<file path="src/rtl/rv32_mem_pkg.sv">
// Shared types for the unified-memory port B arbiter.
// Contents: owner_e (read-return owner), arb_state_e (lock FSM states),
// mem_req_t (one memory port request) and the default port widths.
package rv32_mem_pkg;

  localparam int unsigned MEM_ADDR_W = 16;
  localparam int unsigned MEM_DATA_W = 32;
  localparam int unsigned MEM_NB_COL = MEM_DATA_W / 8;

  typedef enum logic [1:0] {
    OWN_NONE = 2'd0,
    OWN_M0   = 2'd1,
    OWN_M1   = 2'd2
  } owner_e;

  typedef enum logic {
    ARB_OPEN   = 1'b0,
    ARB_LOCKED = 1'b1
  } arb_state_e;

  typedef struct packed {
    logic [MEM_NB_COL-1:0] we;
    logic [MEM_ADDR_W-1:0] addr;
    logic [MEM_DATA_W-1:0] wdata;
  } mem_req_t;

endpackage

</file>
<file path="src/rtl/mem_arb_wait_cnt.sv">
// Saturating starvation counter for the port B arbiter.
// Ports: clk_i/rst_n_i clock and async active-low reset; inc_i count one
// denied cycle; clr_i clear (wins over inc_i); freeze_i hold the count
// (wins over both); sat_o count has reached MAX.
module mem_arb_wait_cnt #(
  parameter int unsigned MAX = 8
) (
  input  logic clk_i,
  input  logic rst_n_i,
  input  logic inc_i,
  input  logic clr_i,
  input  logic freeze_i,
  output logic sat_o
);

  localparam int unsigned CNT_W = $clog2(MAX + 1);

  logic [CNT_W-1:0] cnt_q;

  // Count denied cycles, saturating at MAX
  always_ff @(posedge clk_i or negedge rst_n_i) begin
    if (!rst_n_i) begin
      cnt_q <= '0;
    end else if (!freeze_i) begin
      if (clr_i) begin
        cnt_q <= '0;
      end else if (inc_i && (cnt_q != CNT_W'(MAX))) begin
        cnt_q <= cnt_q + CNT_W'(1);
      end
    end
  end

  assign sat_o = (cnt_q == CNT_W'(MAX));

endmodule

</file>
<file path="src/rtl/mem_portb_arbiter.sv">
// Port B arbiter for the dual-port unified memory.
// Shares one access per cycle between M0 (core LSU/AMO, fixed priority,
// lockable) and M1 (DMA/framebuffer, starvation-protected), and steers the
// one-cycle-latency read data back to whichever master issued the read.
// Ports: clk_i/rst_n_i clock and async active-low reset;
//   m0_* / m1_*  request side: req/we/addr/wdata in, gnt (same cycle),
//                rvalid/rdata (cycle after a granted read); m0_lock_i holds
//                port ownership for M0 after a grant;
//   mem_*        memory port B pins (addr/we/din out, dout in).
// ADDR_W/DATA_W/NB_COL are expected to match the rv32_mem_pkg widths.
module mem_portb_arbiter
  import rv32_mem_pkg::*;
#(
  parameter int unsigned ADDR_W   = MEM_ADDR_W,
  parameter int unsigned DATA_W   = MEM_DATA_W,
  parameter int unsigned NB_COL   = MEM_NB_COL,
  parameter int unsigned MAX_WAIT = 8
) (
  input  logic              clk_i,
  input  logic              rst_n_i,

  input  logic              m0_req_i,
  input  logic [NB_COL-1:0] m0_we_i,
  input  logic [ADDR_W-1:0] m0_addr_i,
  input  logic [DATA_W-1:0] m0_wdata_i,
  input  logic              m0_lock_i,
  output logic              m0_gnt_o,
  output logic              m0_rvalid_o,
  output logic [DATA_W-1:0] m0_rdata_o,

  input  logic              m1_req_i,
  input  logic [NB_COL-1:0] m1_we_i,
  input  logic [ADDR_W-1:0] m1_addr_i,
  input  logic [DATA_W-1:0] m1_wdata_i,
  output logic              m1_gnt_o,
  output logic              m1_rvalid_o,
  output logic [DATA_W-1:0] m1_rdata_o,

  output logic [ADDR_W-1:0] mem_addr_o,
  output logic [NB_COL-1:0] mem_we_o,
  output logic [DATA_W-1:0] mem_din_o,
  input  logic [DATA_W-1:0] mem_dout_i
);

  arb_state_e        state_q, state_d;
  owner_e            rd_owner_q, rd_owner_d;
  mem_req_t          m0_req_s, m1_req_s, sel_req, hold_q;
  logic [DATA_W-1:0] m0_rdata_q, m1_rdata_q;
  logic              locked_eff;
  logic              wait_sat;
  logic              starve;

  // Lock only holds while M0 keeps asserting it; dropping it reopens the
  // port in the same cycle.
  assign locked_eff = (state_q == ARB_LOCKED) && m0_lock_i;
  assign starve     = wait_sat && m1_req_i;

  // Grant decision; held off entirely during reset so outputs read 0
  always_comb begin
    m0_gnt_o = 1'b0;
    m1_gnt_o = 1'b0;
    if (rst_n_i) begin
      if (locked_eff) begin
        m0_gnt_o = m0_req_i;
      end else if (starve) begin
        m1_gnt_o = 1'b1;
      end else if (m0_req_i) begin
        m0_gnt_o = 1'b1;
      end else if (m1_req_i) begin
        m1_gnt_o = 1'b1;
      end
    end
  end

  // Lock FSM next state
  always_comb begin
    state_d = state_q;
    case (state_q)
      ARB_OPEN:   if (m0_gnt_o && m0_lock_i) state_d = ARB_LOCKED;
      ARB_LOCKED: if (!m0_lock_i) state_d = ARB_OPEN;
      default:    state_d = ARB_OPEN;
    endcase
  end

  // Request mux; without a grant the last address/data stay on the pins
  always_comb begin
    m0_req_s.we    = MEM_NB_COL'(m0_we_i);
    m0_req_s.addr  = MEM_ADDR_W'(m0_addr_i);
    m0_req_s.wdata = MEM_DATA_W'(m0_wdata_i);
    m1_req_s.we    = MEM_NB_COL'(m1_we_i);
    m1_req_s.addr  = MEM_ADDR_W'(m1_addr_i);
    m1_req_s.wdata = MEM_DATA_W'(m1_wdata_i);
    sel_req        = hold_q;
    sel_req.we     = '0;
    if (m0_gnt_o) begin
      sel_req = m0_req_s;
    end else if (m1_gnt_o) begin
      sel_req = m1_req_s;
    end
  end

  assign mem_addr_o = ADDR_W'(sel_req.addr);
  assign mem_we_o   = NB_COL'(sel_req.we);
  assign mem_din_o  = DATA_W'(sel_req.wdata);

  // Remember who owns the read data arriving next cycle
  always_comb begin
    rd_owner_d = OWN_NONE;
    if (m0_gnt_o && (m0_we_i == '0)) begin
      rd_owner_d = OWN_M0;
    end else if (m1_gnt_o && (m1_we_i == '0)) begin
      rd_owner_d = OWN_M1;
    end
  end

  always_ff @(posedge clk_i or negedge rst_n_i) begin
    if (!rst_n_i) begin
      state_q    <= ARB_OPEN;
      rd_owner_q <= OWN_NONE;
      hold_q     <= '0;
      m0_rdata_q <= '0;
      m1_rdata_q <= '0;
    end else begin
      state_q    <= state_d;
      rd_owner_q <= rd_owner_d;
      if (m0_gnt_o || m1_gnt_o) hold_q <= sel_req;
      m0_rdata_q <= m0_rdata_o;
      m1_rdata_q <= m1_rdata_o;
    end
  end

  // Memory data passes straight through to the owner; the other side holds
  assign m0_rvalid_o = (rd_owner_q == OWN_M0);
  assign m1_rvalid_o = (rd_owner_q == OWN_M1);
  assign m0_rdata_o  = m0_rvalid_o ? mem_dout_i : m0_rdata_q;
  assign m1_rdata_o  = m1_rvalid_o ? mem_dout_i : m1_rdata_q;

  mem_arb_wait_cnt #(
    .MAX (MAX_WAIT)
  ) u_wait_cnt (
    .clk_i    (clk_i),
    .rst_n_i  (rst_n_i),
    .inc_i    (m1_req_i && !m1_gnt_o),
    .clr_i    (!m1_req_i || m1_gnt_o),
    .freeze_i (locked_eff),
    .sat_o    (wait_sat)
  );

endmodule

</file>
<file path="config.mk">
export PLATFORM = sky130hd
export DESIGN_NAME = mem_portb_arbiter
export DESIGN_NICKNAME = d
export VERILOG_FILES = /design/src/rtl/rv32_mem_pkg.sv /design/src/rtl/mem_arb_wait_cnt.sv /design/src/rtl/mem_portb_arbiter.sv
export SDC_FILE = /design/constraint.sdc
export NUM_CORES = 1
export LEC_CHECK = 0
export ABC_AREA = 1
export CAP_MARGIN = 20
export CELL_PAD_IN_SITES_DETAIL_PLACEMENT = 2
export CELL_PAD_IN_SITES_GLOBAL_PLACEMENT = 2
export CORE_ASPECT_RATIO = 1.1
export CORE_MARGIN = 2
export CORE_UTILIZATION = 36
export DETAILED_ROUTE_END_ITERATION = 8
export DONT_BUFFER_PORTS = 1
export GPL_ROUTABILITY_DRIVEN = 0
export PLACE_DENSITY = 0.93
export SKIP_CTS_REPAIR_TIMING = 1
export SLEW_MARGIN = 20
export SYNTH_ARGS = -nofsm -noshare
export SYNTH_HDL_FRONTEND = slang
export SYNTH_SLANG_ARGS = --single-unit
</file>
<file path="constraint.sdc">
create_clock -name clk_i -period 3.2 [get_ports clk_i]
set_input_delay 0.32 -clock clk_i [delete_from_list [all_inputs] [get_ports clk_i]]
set_output_delay 0.32 -clock clk_i [all_outputs]
set_load 0.01 [all_outputs]
</file>
==> flow_summary.json <==
{
  "status": "complete, no violations",
  "hold_viol": 0,
  "power.leakage_nw": 3.53,
  "cp.arrival_ps": 2610,
  "netlist_area_sq_mm": 0.00547,
  "die_area_sq_mm": 0.0162,
  "dpl-instance-area_sq_mm": 0.00557,
  "fmax_mhz": 342,
  "relSlewSlack_pct": 39.4,
  "diodes": 0,
  "whs_ps": 43.9,
  "clockBufferDepth": 2,
  "cts_sinks": 119,
  "dp_cells": 874,
  "worstPathRequired_ps": 2880,
  "drt_wl_total_um": 18100,
  "synthCells": 713,
  "fin_cells": 911,
  "final_common_cell": "nand2_1",
  "ys_seq_elements": 119,
  "fin_crit_sh_pct": 91.4,
  "drtPass1Iterations": 4,
  "fin_skew_ps": 6.88,
  "worst_hold_path_type": "input port to register",
  "synthMuxAreaShare_pct": 0,
  "wl_per_cell_um": 19.9,
  "final_cell_mix": "nand2_1, dfrtp_1, o21ai_0",
  "synth-compound-area-share_pct": 6.88,
  "post-dp-hpwl_um": 12600,
  "critPathKind": "register to primary output",
  "drcViolationCount": 0,
  "final_layout_size_suffix_gt1_share_pct": 6.15,
  "synth.area.top_cells": "dfrtp_1, nand2_1, o21ai_0",
  "fin_tns_setup_ps": 0,
  "final_util_pct": 41.7,
  "cts_tree": "built",
  "io_buffers": 0,
  "antenna_found_initial": 1,
  "clk_pin_slew_ps": 60,
  "rows": 47,
  "start_util_pct": 36.6,
  "period_needed_ps": 2930,
  "via_per_inst": 5.21,
  "dr_total_vias": 4746,
  "grt.overflow.total": 0,
  "setup.worst_path.start_class": "register",
  "cp-end-kind": "primary output",
  "synth.distinct_cells": 20,
  "worstMarginPinSlew_ps": 910,
  "ys_seq_area_share_pct": 54.4,
  "track_usage_pct": 22.4,
  "vdd_ir_drop_max_mv": 0.352,
  "synth_top_area_share_pct": 54.4,
  "grt_pass1_wl_um": 28300,
  "fillers": 1677,
  "fin_area_sq_mm": 0.00623,
  "fin_nets": 845,
  "die_y_um": 133,
  "synth_fp_nets": 856,
  "yosysWarningCount": 0,
  "syn_area_per_cell_sq_um": 7.68,
  "clk_latency_ps": 410,
  "synth_top_family_by_area": "simple AND/OR/NAND/NOR gates",
  "io_pins": 261,
  "drv_slew": 0,
  "die_x_um": 122,
  "power_density_mw_per_mm2": 734,
  "crit_fanout": 31,
  "synth_top_area_cell": "dfrtp_1",
  "grt_pass1_vias": 5390,
  "cts_max_level": 4,
  "synth_simple_gate_area_share_pct": 31.0,
  "root_buffer": "clkbuf_16",
  "syn_to_final_growth_pct": 13.9,
  "cts_buffers": 17,
  "setup_viol": 0,
  "yosys.area_share.adder_pct": 0.457,
  "coreArea_sq_mm": 0.0149,
  "cap_violations": 0,
  "rsz0062_at_grt": "false",
  "grt_max_degree": 123,
  "drtAntennaViolNets": 0,
  "drt_iter0_markers": 184,
  "yosys.area_share.xor_xnor_pct": 0.320
}
-- synthesized netlist by cell type (all sizes together) --
master    n
nand2   372
dfrtp   119
o21ai    69
nand3    54
inv      47
buf      22
clkbuf   17
nor2      3
ha        2
o22ai     2
xor2      2
nand4     1
nor3      1
nor4      1
o21bai    1
-- cells by family after synthesis --
logic type | after synthesis
AO/OA/AOI/OAI | 72
XOR/XNOR | 2
adder cells (fa/ha/maj) | 2
buffers and inverters | 86
flip-flops | 119
AND/OR/NAND/NOR | 432
-- state kept, by name (all words and copies together), names as in the netlist --
name / flops
m1_rdata_q: 32
m0_rdata_q: 32
rd_owner_q: 2
hold_q: 48
state_q: 1
u_wait_cnt.cnt_q: 4
-- per-layer routing --
layer | vias to the layer above | track usage, % | share of wire, %
li1 | 2193 | - | -
met1 | 2309 | 24.8 | 38
met2 | 202 | 40.0 | 51
met3 | 42 | 7.15 | 7.6
met4 | 0 | 8.49 | 2.9
met5 | - | 0 | 0
-- metrics by stage --
| step | worst slack, ps | total power (W) |
|---|---|---|
| after floorplan | 1450 | 0.00247 |
| after global routing | 65.0 | 0.00484 |
| after CTS | 234 | 0.00461 |
| after global placement | 861 | 0.00260 |
| after detailed placement | 727 | 0.00269 |
| final | 274 | 0.00458 |
-- area by class of cell --
class,instances,area (sq um),share of cell area (%)
clock inverter,14,150,2.41
tap,196,245,3.93
sequential,119,2980,47.8
clock buffer,18,439,7.05
inverter,47,176,2.83
timing repair buffer,9,110,1.77
multi-input combinational,508,2130,34.2
-- path summary, 6_finish.rpt --
path | startpoint | endpoint | slack, ps | cells past startpoint
hold reg to reg | state_q$_DFF_PN0_ | state_q$_DFF_PN0_ | 520 | 2
setup / recovery | u_wait_cnt.cnt_q[0]$_DFFE_PN0P_ | mem_din_o[17] | 270 | 10
max in group asynchronous | rst_n_i | hold_q[10]$_DFFE_PN0P_ | 2200 | 2
hold / removal | m0_lock_i | state_q$_DFF_PN0_ | 40 | 2
min in group asynchronous | rst_n_i | m0_rdata_q[0]$_DFF_PN0_ | 550 | 2
setup reg to reg | u_wait_cnt.cnt_q[0]$_DFFE_PN0P_ | rd_owner_q[1]$_DFF_PN0_ | 620 | 7
-- power by group --
group / switching (W) / internal, W
Clock: 0.000712 / 0.00117
Combinational: 0.000635 / 0.000190
Sequential: 0.0000893 / 0.00178
Total: 0.00144 / 0.00314
-- worst max-delay path: stages, from the launching register on --
cell     delay (ps)
dfrtp_1         390
inv_1            90
ha_1            230
nand3_1         120
nand2_2         220
nand2_2         490
buf_12          260
nand2_1          70
nand2_1          60
nand2_1          70
nand2_1         170
Note: power is estimated with default switching activity, not from simulation.
